--- src/rtl/syncvar_pipe.sv ---
// Bitwise AND/OR/XOR/NAND of two operands carried through a valid-tagged pipeline,
// with output parity and a saturating count of odd-parity results.
module syncvar_pipe #(
   parameter int WIDTH = 8,
   parameter int DEPTH = 2,
   parameter int CNT_W = 8
) (
   input  logic             clk,
   input  logic             rst,
   input  logic             in_valid,
   input  logic [1:0]       op_sel,
   input  logic [WIDTH-1:0] a_in,
   input  logic [WIDTH-1:0] b_in,
   input  logic             cnt_clr,
   output logic             out_valid,
   output logic [WIDTH-1:0] ab_out,
   output logic             xor_out,
   output logic [CNT_W-1:0] odd_cnt,
   output logic             odd_sat
);

   // Handshake: in_valid qualifies a_in/b_in/op_sel for exactly one cycle; there is
   // no ready, the pipeline shifts every clock and out_valid marks each new result.

   logic [WIDTH-1:0] op_result;
   logic [DEPTH-1:0] stg_valid;
   logic [WIDTH-1:0] stg_data [DEPTH];

   always_comb begin
      op_result = '0;
      case (op_sel)
         2'b00:   op_result = a_in & b_in;
         2'b01:   op_result = a_in | b_in;
         2'b10:   op_result = a_in ^ b_in;
         default: op_result = ~(a_in & b_in);
      endcase
   end

   // Data registers only load behind a valid, so the output holds the last result.
   always_ff @(posedge clk or posedge rst) begin
      if (rst) begin
         stg_valid <= '0;
         for (int k = 0; k < DEPTH; k++) stg_data[k] <= '0;
      end else begin
         stg_valid[0] <= in_valid;
         if (in_valid) stg_data[0] <= op_result;
         for (int k = 1; k < DEPTH; k++) begin
            stg_valid[k] <= stg_valid[k-1];
            if (stg_valid[k-1]) stg_data[k] <= stg_data[k-1];
         end
      end
   end

   assign out_valid = stg_valid[DEPTH-1];
   assign ab_out    = stg_data[DEPTH-1];
   assign xor_out   = ^stg_data[DEPTH-1];
   assign odd_sat   = &odd_cnt;

   always_ff @(posedge clk or posedge rst) begin
      if (rst) begin
         odd_cnt <= '0;
      end else if (cnt_clr) begin
         odd_cnt <= '0;
      end else if (out_valid && xor_out && !odd_sat) begin
         odd_cnt <= odd_cnt + {{(CNT_W-1){1'b0}}, 1'b1};
      end
   end

endmodule

--- config.mk ---
export PLATFORM = sky130hd
export DESIGN_NAME = syncvar_pipe
export DESIGN_NICKNAME = d
export VERILOG_FILES = /design/src/rtl/syncvar_pipe.sv
export SDC_FILE = /design/constraint.sdc
export NUM_CORES = 1
export LEC_CHECK = 0
export BUFFER_PORTS_ARGS = -buffer_cell sky130_fd_sc_hd__buf_2
export CAP_MARGIN = 20
export CORE_UTILIZATION = 53
export CTS_CLUSTER_SIZE = 28
export DETAILED_ROUTE_END_ITERATION = 7
export MAX_ROUTING_LAYER = met4
export PLACE_DENSITY = 0.79
export SKIP_CTS_REPAIR_TIMING = 1
export SLEW_MARGIN = 20
export SYNTH_ARGS = -nofsm -noshare
export SYNTH_HDL_FRONTEND = slang
export SYNTH_SLANG_ARGS = --single-unit
--- constraint.sdc ---
create_clock -name clk -period 2 [get_ports clk]
set_clock_uncertainty 0.1 [all_clocks]
set_input_delay 0.1 -clock clk [delete_from_list [all_inputs] [get_ports clk]]
set_output_delay 0.1 -clock clk [all_outputs]
set_load 0.05 [all_outputs]
* Yosys cells after proc, flatten, opt, wreduce, memory -nomap -nowiden
Index checks and enable logic that the tools add are counted.
Operators by class: mux-type cells 3, add/subtract/negate cells 1, equality and inequality tests 2, reductions and logical operators 7, bitwise operators 4
Operators by type and width (number):
- case mux 8 bit (3 select lines) | 1
- two-way mux 8 bit | 2
- adder 8 x 1 -> 8 bit (second input constant) | 1
- bitwise AND 8 bit | 1
- inverter 8 bit | 1
- OR 8 bit | 1
- AND reduction 8 bit | 1
- parity 8 bit | 1
- XOR 8 bit | 1
- equality test 2 x 1 -> 1 bit (second input constant) | 1
- equality test 2 bit (second input constant) | 1
- logical AND 1 bit | 2
- logical NOT 2 bit | 1
- nonzero test 2 bit | 1
- logical NOT 1 bit | 1
Storage, ports and cells: word-level logic and storage cells 21, register bits after elaboration 26, output and inout port bits 19

* Longest topological paths before layout
word-level depth 5, mapped depth 7, gate-level depth less buffers 7

* Worst setup path before layout
Ideal clock, no wire load.
path kind reg-to-reg, start point reg odd_cnt[0], end point reg odd_cnt[5], cell stages (with the launch flop) 7, arrival time 1.972 ns, library setup time 0.078 ns, data required time 1.822 ns, setup slack -0.150 ns, path buffers 0, cells stage by stage dfrtp_1 > ha_1 > and3_1 > nand3_1 > nand3_1 > or4_1 > a21oi_1
Between the ends: cells in the longest elaborated chain, start to end 4
Ends and longest elaborated chain:
- start, declared | RTL line 18 | output logic [CNT_W-1:0] odd_cnt,
- start signal, assigned | RTL line 65 | odd_cnt <= odd_cnt + {{(CNT_W-1){1'b0}}, 1'b1};
- parallel branches: the longest is 4 deep, another holds adder 8 x 1 -> 8 bit
Several ways; the timed one is not identified. The select of a mux whose other input is x is not followed. A chain may end at the register's enable or synchronous reset.

* Worst setup path after layout
start point reg odd_cnt[0], end point reg odd_cnt[7]
The elaborated chain is that of the path after synthesis.

==> results.toml <==
[outcome]
status = "complete, no violations"

[clock_network]
clock_latency_ns = 0.31
cts_root_buf = "clkbuf_4"
cts_buffers = 3
cts_tree = "done"
cts.sink_count = 26
path_clk_slew_ns = 0.13
htree_levels = 1
cts_buffer_depth = 2

[layout]
antenna_cells = 0
seqCellArea_um2 = 653.1
multiInputGateArea_um2 = 885.9
area_delta_synth_final_pct = 17.14
final_cells = 272
finalNetCount = 268
fill_cells = 281
layout-drive-gt1-share_pct = 27.19

[global_routing]
grt_pass1_wl_um = 4650
top_usage_layer = "met1"
use_met3_pct = 2.838
grt.overflow.total = 0
grt_max_degree = 27
use_met2_pct = 25.81
antenna_found_initial = 0
grt_usage_pct = 18.03
first_global_vias = 1032
met1_usage_pct = 25.98

[worst_setup_path]
r2r_start = "odd_cnt[0]"
cp_data_required_time_ns = 2.15
r2r_cells = 6
crit_arrival_ns = 2.05
slowest_stage = "or4_4"
crit_path_end = "odd_cnt[7]"
path_max_fanout = 6
crit_type = "flip-flop to flip-flop"
r2r_slack_ns = 0.11
end_kind = "flip-flop"
path_cells = "ha_1 -> and3_1 -> nand3_2 -> nand3_4 -> or4_4 -> a21oi_2"
startpoint = "odd_cnt[0]"
critPathMaxStageDelay_ns = 0.50
rr_endpoint = "odd_cnt[7]"
start_kind = "flip-flop"

[pwr]
p_clk_share_pct = 18.4
p_comb_share_pct = 47.5
internal_power_w = 0.001120
switching_share_pct = 41.14
power.switching_w = 0.0007826
powerDensity_nw_per_um2 = 938.6
seqPwrFrac_pct = 34.2
leakage_nw = 1.032
ir_drop_v = 0.0003342

[synth]
synth.avg_cell_area_um2 = 8.874
ys_seq_area_share_pct = 37.60
synth_seq_cells = 26
synth_area_um2 = 1730
syn_nets = 234
synthCells = 195
async_reset_ff_share_pct = 100.0
ys.flop_type = "dfrtp_1"
ys_warn_count = 0
synth_edf_count = 0
synth_cell_types = 26

[die]
initial_core_util_pct = 56.22
die_w_um = 59.14
dieArea_um2 = 3498
fp-row-count = 20
die_h_um = 59.14
ios = 41
core_um2 = 3078

[drt]
drc = 0
first_pass_iters = 4
first_iter_violations = 62
vias = 1364
wl_um = 2929
drtAntennaViolNets = 0
vias_per_cell = 5.015
wire_per_inst_um = 10.77

[timing]
finalSetupTns_ns = 0
layout_worst_path_cycle_share_pct = 94.68
setup_violations = 0
min_period_ns = 1.894
max_freq_ghz = 0.5281
relSlewSlack_pct = 70.14
final_max_slew_viol_count = 0
hold_viol_final = 0
max_slew.worst_pin.slew_ns = 0.4473

[place]
finalWeightedCongestion = 0.8142
dp_cells = 263
port_buffers = 40
dp_hpwl_um = 2222

[job]
drv_cap = 0

[worst_hold_path]
hp-class = "input pin to flip-flop"
[power groups by stage]
stage	Sequential [W]	Clock [W]	Combinational [W]
final	0.000650	0.000349	0.000903
after floorplan	0.000700	0	0.000609
after CTS	0.000650	0.000356	0.000796
after global placement	0.000657	0	0.000789
after global routing	0.000660	0.000383	0.000971
after detailed placement	0.000660	0	0.000793
[logic make-up after synthesis]
| kind of cell | count (synthesis) | synth area share (%) |
|---|---|---|
| buffers and inverters | 50 | 12.65 |
| and+or+nand+nor | 36 | 10.20 |
| adders and majority gates | 17 | 12.29 |
| AOI/OAI and AO/OA | 48 | 16.78 |
| xor gates and xnor gates | 7 | 3.543 |
| DFF | 26 | 37.60 |
| muxes | 11 | 6.942 |
[worst min-delay path by stage]
stage | end | from | cells past startpoint | slack [ns]
2_1_floorplan | stg_valid[0] | in_valid | 0 | 0.03
3_3_place_gp | odd_cnt[4] | rst | 2 | 0.03
3_5_place_dp | odd_cnt[4] | rst | 2 | 0.02
4_1_cts | odd_cnt[4] | rst | 2 | -0.33
5_1_grt | stg_data[10] | b_in[2] | 5 | 0.15
6_report | stg_data[13] | op_sel[1] | 3 | 0.15
[worst max-delay path: cells and delay by family, from the launching register on]
kind	cells	cell delay (ns)
DFF	1	0.45
and+or+nand+nor	4	0.95
AOI/OAI and AO/OA	1	0.14
adders and majority gates	1	0.21
[cell usage after synthesis (all sizes together), types with 4 or more instances]
cell type / instances / area share (%)
a21oi: 17 / 4.9
buf: 11 / 4.2
clkbuf: 7 / 1.5
dfrtp: 26 / 38
ha: 17 / 12
inv: 32 / 6.9
mux2: 8 / 5.2
nand2: 8 / 1.7
nand3: 4 / 1.2
nor2: 11 / 2.4
o211ai: 4 / 1.7
o21ai: 12 / 3.5
or3: 5 / 1.8
xnor2: 7 / 3.5
[through the flow]
| stage | setup WS, ns | util (%) | total power (W) | hold slack (ns) | area [um2] |
|---|---|---|---|---|---|
| 5_1_grt | -0.009896 | 65.85 | 0.002014 | 0.1525 | 2027 |
| 6_report | 0.1063 | 65.85 | 0.001902 | 0.1478 | 2027 |
| 3_5_place_dp | 0.1316 | 62.20 | 0.001453 | 0.02369 | 1914 |
| 3_3_place_gp | 0.1550 | 62.20 | 0.001446 | 0.03011 | 1914 |
| 4_1_cts | 0.08446 | 63.90 | 0.001802 | -0.3290 | 1967 |
| 2_1_floorplan | 0.03584 | - | 0.001309 | 0.03143 | 1743 |
[flip-flops by register name, indices dropped and copies added (netlist names)]
signal	flops
ab_out	8
stg_valid	2
stg_data	8
odd_cnt	8
[placed cells by master, fill, tap and decap left out, types with 4 or more instances in the layout]
cell type	netlist	layout
buf_2	1	40
inv_1	32	32
dfrtp_1	26	24
ha_1	17	17
a21oi_1	17	16
o21ai_0	12	12
nor2_1	11	11
mux2_2	8	8
nand2_1	8	8
xnor2_1	7	7
or3_1	5	5
o211ai_1	4	4
buf_4	8	4
[area by class of cell]
type,instances,share of cell area (%)
sequential,26,32.22
tap,44,2.716
clock buffer,3,1.111
clock inverter,1,1.481
timing repair buffer,47,12.84
inverter,32,5.926
multi-input combinational,119,43.70
[routing by layer]
layer	wire length (um)	part of all wire (%)	vias to the layer above
met3	103	3.5	2
met1	1455	50	612
met4	21	0.72	0
met5	0	0	-
met2	1349	46	30
li1	-	-	720
No activity file was read; power rests on OpenSTA's default activity.
